$ cat src/rtl/clk_div_bank.sv
// ============================================================================
// clk_div_bank
//
// Multi-channel programmable clock/enable divider. Every channel owns a
// period (N+1 cycles) and a high-time (H cycles). Configuration lands in a
// per-channel shadow and is copied into the active set only at a period
// boundary or while the channel is idle, so a running output never shows a
// shortened or merged pulse. A global sync pulse restarts every running
// channel's period on the next edge, phase-aligning them.
//
// Ports:
//   clk         system clock, all logic on the rising edge
//   rst_n       asynchronous active-low reset
//   ch_en       per-channel run enable
//   sync        global phase-align pulse (affects running channels only)
//   cfg_we      configuration write strobe
//   cfg_ch      channel index for the write (out-of-range writes ignored)
//   cfg_period  period minus one (N)
//   cfg_high    high-time H in cycles
//   div_out     registered divided clock per channel
//   tick        registered one-cycle pulse at the start of each period
//   running     channel is counting
// ============================================================================
module clk_div_bank #(
    parameter int          NUM_CH     = 4,
    parameter int          WIDTH      = 32,
    parameter int unsigned DEF_PERIOD = 1,
    parameter int unsigned DEF_HIGH   = 1,
    localparam int         CW         = (NUM_CH > 1) ? $clog2(NUM_CH) : 1
) (
    input  logic              clk,
    input  logic              rst_n,
    input  logic [NUM_CH-1:0] ch_en,
    input  logic              sync,
    input  logic              cfg_we,
    input  logic [CW-1:0]     cfg_ch,
    input  logic [WIDTH-1:0]  cfg_period,
    input  logic [WIDTH-1:0]  cfg_high,
    output logic [NUM_CH-1:0] div_out,
    output logic [NUM_CH-1:0] tick,
    output logic [NUM_CH-1:0] running
);

    localparam logic [WIDTH-1:0] DEF_N = WIDTH'(DEF_PERIOD);
    localparam logic [WIDTH-1:0] DEF_H = WIDTH'(DEF_HIGH);
    localparam logic [WIDTH-1:0] ONE   = WIDTH'(1);

    logic [NUM_CH-1:0][WIDTH-1:0] n_sh_q,  n_sh_d;
    logic [NUM_CH-1:0][WIDTH-1:0] h_sh_q,  h_sh_d;
    logic [NUM_CH-1:0][WIDTH-1:0] n_act_q, n_act_d;
    logic [NUM_CH-1:0][WIDTH-1:0] h_act_q, h_act_d;
    logic [NUM_CH-1:0][WIDTH-1:0] cnt_q,   cnt_d;
    logic [NUM_CH-1:0]            run_q,   run_d;
    logic [NUM_CH-1:0]            div_q,   div_d;
    logic [NUM_CH-1:0]            tick_q,  tick_d;

    // Per-channel next-state. Boundary and idle reloads read the shadow's
    // registered (old) value, so a write in the same cycle as a boundary
    // only takes effect at the following boundary.
    always_comb begin
        logic [WIDTH-1:0] cnt_inc;
        cnt_inc = '0;
        n_sh_d  = n_sh_q;
        h_sh_d  = h_sh_q;
        n_act_d = n_act_q;
        h_act_d = h_act_q;
        cnt_d   = cnt_q;
        run_d   = run_q;
        div_d   = div_q;
        tick_d  = tick_q;

        for (int i = 0; i < NUM_CH; i++) begin
            // Indices >= NUM_CH match no channel, so such writes drop out.
            if (cfg_we && (cfg_ch == CW'(i))) begin
                n_sh_d[i] = cfg_period;
                h_sh_d[i] = cfg_high;
            end

            cnt_inc = cnt_q[i] + ONE;

            if (!ch_en[i]) begin
                cnt_d[i]   = '0;
                run_d[i]   = 1'b0;
                div_d[i]   = 1'b0;
                tick_d[i]  = 1'b0;
                n_act_d[i] = n_sh_q[i];
                h_act_d[i] = h_sh_q[i];
            end else if (!run_q[i]) begin
                cnt_d[i]  = '0;
                run_d[i]  = 1'b1;
                div_d[i]  = (h_act_q[i] != '0);
                tick_d[i] = 1'b1;
            end else if ((cnt_q[i] == n_act_q[i]) || sync) begin
                cnt_d[i]   = '0;
                n_act_d[i] = n_sh_q[i];
                h_act_d[i] = h_sh_q[i];
                tick_d[i]  = 1'b1;
                div_d[i]   = (h_sh_q[i] != '0);
            end else begin
                // cnt < N_act here, so the increment cannot wrap.
                cnt_d[i]  = cnt_inc;
                tick_d[i] = 1'b0;
                div_d[i]  = (cnt_inc < h_act_q[i]);
            end
        end
    end

    always_ff @(posedge clk or negedge rst_n) begin
        if (!rst_n) begin
            n_sh_q  <= {NUM_CH{DEF_N}};
            h_sh_q  <= {NUM_CH{DEF_H}};
            n_act_q <= {NUM_CH{DEF_N}};
            h_act_q <= {NUM_CH{DEF_H}};
            cnt_q   <= '0;
            run_q   <= '0;
            div_q   <= '0;
            tick_q  <= '0;
        end else begin
            n_sh_q  <= n_sh_d;
            h_sh_q  <= h_sh_d;
            n_act_q <= n_act_d;
            h_act_q <= h_act_d;
            cnt_q   <= cnt_d;
            run_q   <= run_d;
            div_q   <= div_d;
            tick_q  <= tick_d;
        end
    end

    assign div_out = div_q;
    assign tick    = tick_q;
    assign running = run_q;

endmodule

$ cat config.mk
export PLATFORM = sky130hd
export DESIGN_NAME = clk_div_bank
export DESIGN_NICKNAME = d
export VERILOG_FILES = /design/src/rtl/clk_div_bank.sv
export SDC_FILE = /design/constraint.sdc
export NUM_CORES = 1
export LEC_CHECK = 0
export CAP_MARGIN = 20
export CORE_UTILIZATION = 62
export DETAILED_ROUTE_END_ITERATION = 6
export GPL_TIMING_DRIVEN = 0
export PLACE_DENSITY = 0.8
export SLEW_MARGIN = 20
export SYNTH_ARGS = -nofsm -noshare
export SYNTH_HDL_FRONTEND = slang
export SYNTH_SLANG_ARGS = --single-unit
$ cat constraint.sdc
create_clock -name clk -period 3.5 [get_ports clk]
set_input_delay 0.35 -clock clk [delete_from_list [all_inputs] [get_ports clk]]
set_output_delay 0.35 -clock clk [all_outputs]
set_load 0.05 [all_outputs]
==> metrics <==
warnings from Yosys 0; Setup CP Type reg2reg; setup violators final 0; Placed Cells incl. Taps between 3000 and 4000; Fin. Hold Viols 0; final non-filler cell area between 30000 and 40000 um^2; final worst slack 0.0747 ns; worst-case vdd ir drop a little over 0.4 mV; antenna violations before repair 17; Yosys top cell area share about 51%; clock tree root buffer cell clkbuf_16; flop and latch count out of synthesis 652; maxcap violations 0; Max-slew headroom between 40% and 50%; total number of vias slightly above 20000; Final Total Pwr between 20000 and 25000 uW; CP startpoint kind flip-flop; syn_nets 2649; Total GRT Usage between 30% and 40%; Longest Clk Path Bufs 3; Residual DRC 0; clk_lat worst skew 0.61 ns; Pins Over Slew Limit 0; Synth async-reset ratio 100%; Crit. Startpoint cnt_q[34]; worst clock skew about 0.015 ns; first-pass GRT wire length about 130 mm; Mean Syn Cell Area around 13 um^2; synth unique cells 58; Vias/cell slightly above 6; PD cells about 570 nW/um^2; WL/cell approximately 25 um; sequential area share after synthesis a little over half; fin crit share 97.9%; CTS Buf Count roughly 70; startpoint of the worst hold path ch_en[1]; Detailed Routing Iterations Pass 1 5; Post-synth top cells dfrtp_1, mux2_2, mux2_1, xnor2_1, inv_1; Clock Pin Slew Worst Setup and Hold Paths ~0.060 ns; CTS tree yes; Critical Path End Type flip-flop; number of global-route vias before repair about 21000; DRT Wirelength 82.4 mm; Post-synth EDFFs 0; number of port buffers 85; largest net degree at the start of global routing 106; status finished, final reports clean; die width approximately 230 um; antenna-violating nets left 0; Final nets approximately 2800; Post-Layout Cell Count 3348; most frequent cell after synthesis dfrtp_1; Die H roughly 230 um; Cell Area, Synth slightly above 30000 um^2; RSZ-0062 raised after global routing true; row count 81; CP arrival between 3 and 4 ns; area leader, netlist dfrtp_1; I/O pin cnt 86; top cells by area, synth dfrtp_1, mux2_2, mux2_1; top_reg_cell synth dfrtp_1; Worst Hold Class in2reg; Syn-to-layout area delta 14.3%; required time worst endpoint just over 4 ns; Filler cells 3304; placed cell areas 33000 um^2; # clock sinks approximately 650; GP Congestion roughly 0.94; H-tree levels 3; Post-Place Setup Slack -0.246 ns; Mapped Cells 2447; layout cell share with drive strength beyond 1 20.7%; grt ovf 0; worst slew pin tran ~0.85 ns; Die ar. around 50000 um^2; Fmax achieved about 0.29 GHz; RR Startpoint cnt_q[34]; dpl hpwl 57.6 mm; DRT iter0 DRCs 1535; Period minus WS final 3.43 ns; core area ~50000 um^2; leak pwr about 0.016 uW; worst-path maximum fanout 7; Initial Utilization a little under two thirds
-- cell type report --
type,count,area [um^2],area share [%]
multi-input cells,1578,14000,39.2
clock inverters,27,345,0.968
clock buffers,97,1940,5.45
well taps,664,831,2.33
diodes,1,2.50,0.00701
plain buffers,78,534,1.50
repair buffers,112,1180,3.31
flip-flops and latches,652,16300,45.8
inverters,139,522,1.46
-- flip-flops by register name (all words and copies together), names as in the netlist --
signal / cells
cnt_q: 128
h_act_q: 128
h_sh_q: 128
n_act_q: 128
n_sh_q: 128
div_out: 4
running: 4
tick: 4
-- path summary, 6_finish.rpt --
kind	end	slack, ns	cells after the start
worst max-delay path	div_out[1]	0.07	13
worst min register to register	n_act_q[20]	0.48	1
max in group asynchronous	cnt_q[35]	1.68	4
worst min-delay path	running[1]	0.31	1
min in group asynchronous	tick[3]	0.35	2
worst max register to register	div_out[1]	0.07	13
-- placed cells by master (no fill, tap or decap), types with 22 or more instances in the layout --
cell type,count
nand4_1,76
ha_1,127
and2_1,131
dfrtp_1,627
clkbuf_1,57
nor4_1,76
clkdlybuf4s50_1,84
nand2_1,81
xnor2_1,157
nand3_1,57
nor2_1,59
buf_4,23
mux2_2,256
o21ai_0,22
xor2_1,84
mux2_1,196
clkbuf_16,70
a21oi_1,44
inv_1,139
mux2_4,60
-- routing by layer --
layer | share of wire [%] | global-route usage [%] | vias up
met4 | 6.7 | 19.7 | 0
met2 | 46 | 52.1 | 734
li1 | - | - | 8967
met5 | 0 | 0 | -
met1 | 40 | 44.4 | 10500
met3 | 7.0 | 5.42 | 221
-- worst max-delay path, cell delays in order, from the launching register on --
cell and delay (ns):
dfrtp_1 0.31, buf_2 0.18, nand3_1 0.18, nor4_4 0.31, buf_4 0.22, nand4_1 0.24
buf_4 0.23, xnor2_2 0.18, ha_1 0.28, and4_1 0.17, a221oi_1 0.28, nor2_1 0.06
or4_1 0.51, a21oi_1 0.18
-- repair_timing --
| action | 4_1_cts | 5_1_grt |
|---|---|---|
| setup buffers | 2 | 18 |
| gates resized for setup | 4 | 34 |
| endpoints found under the setup margin | 3 | 4 |
| pin swaps | 3 | 16 |
| endpoints found under the hold margin | 86 | 0 |
| hold buffers | 1 | 0 |
-- where the power goes --
part           internal (uW)  total (uW)  switching [uW]  leakage [uW]
combinational           1630        3070            1440       0.00730
sequential              8860        9950            1090       0.00796
clock                   4410        7470            3060       0.00112
total                  14900       20500            5600        0.0164
-- through the flow --
stage               setup TNS (ns)  hold WS [ns]  util, %
floorplan                        0        0.0544        -
global placement                 -         0.467     66.8
detailed placement          -0.396         0.432     67.1
CTS                        -0.0122         0.284     71.8
global route               -0.0931         0.308     72.4
finish                           0         0.305     72.4
-- cell families after synthesis --
kind of cell	after synthesis	synth area share (%)
flops	652	52.4
simple gates	575	10.6
mux	512	19.2
xor+xnor	248	6.96
buf+inv	217	3.38
fa+ha+maj	128	5.13
compound gates	115	2.39
No activity file was read; power rests on OpenSTA's default activity.
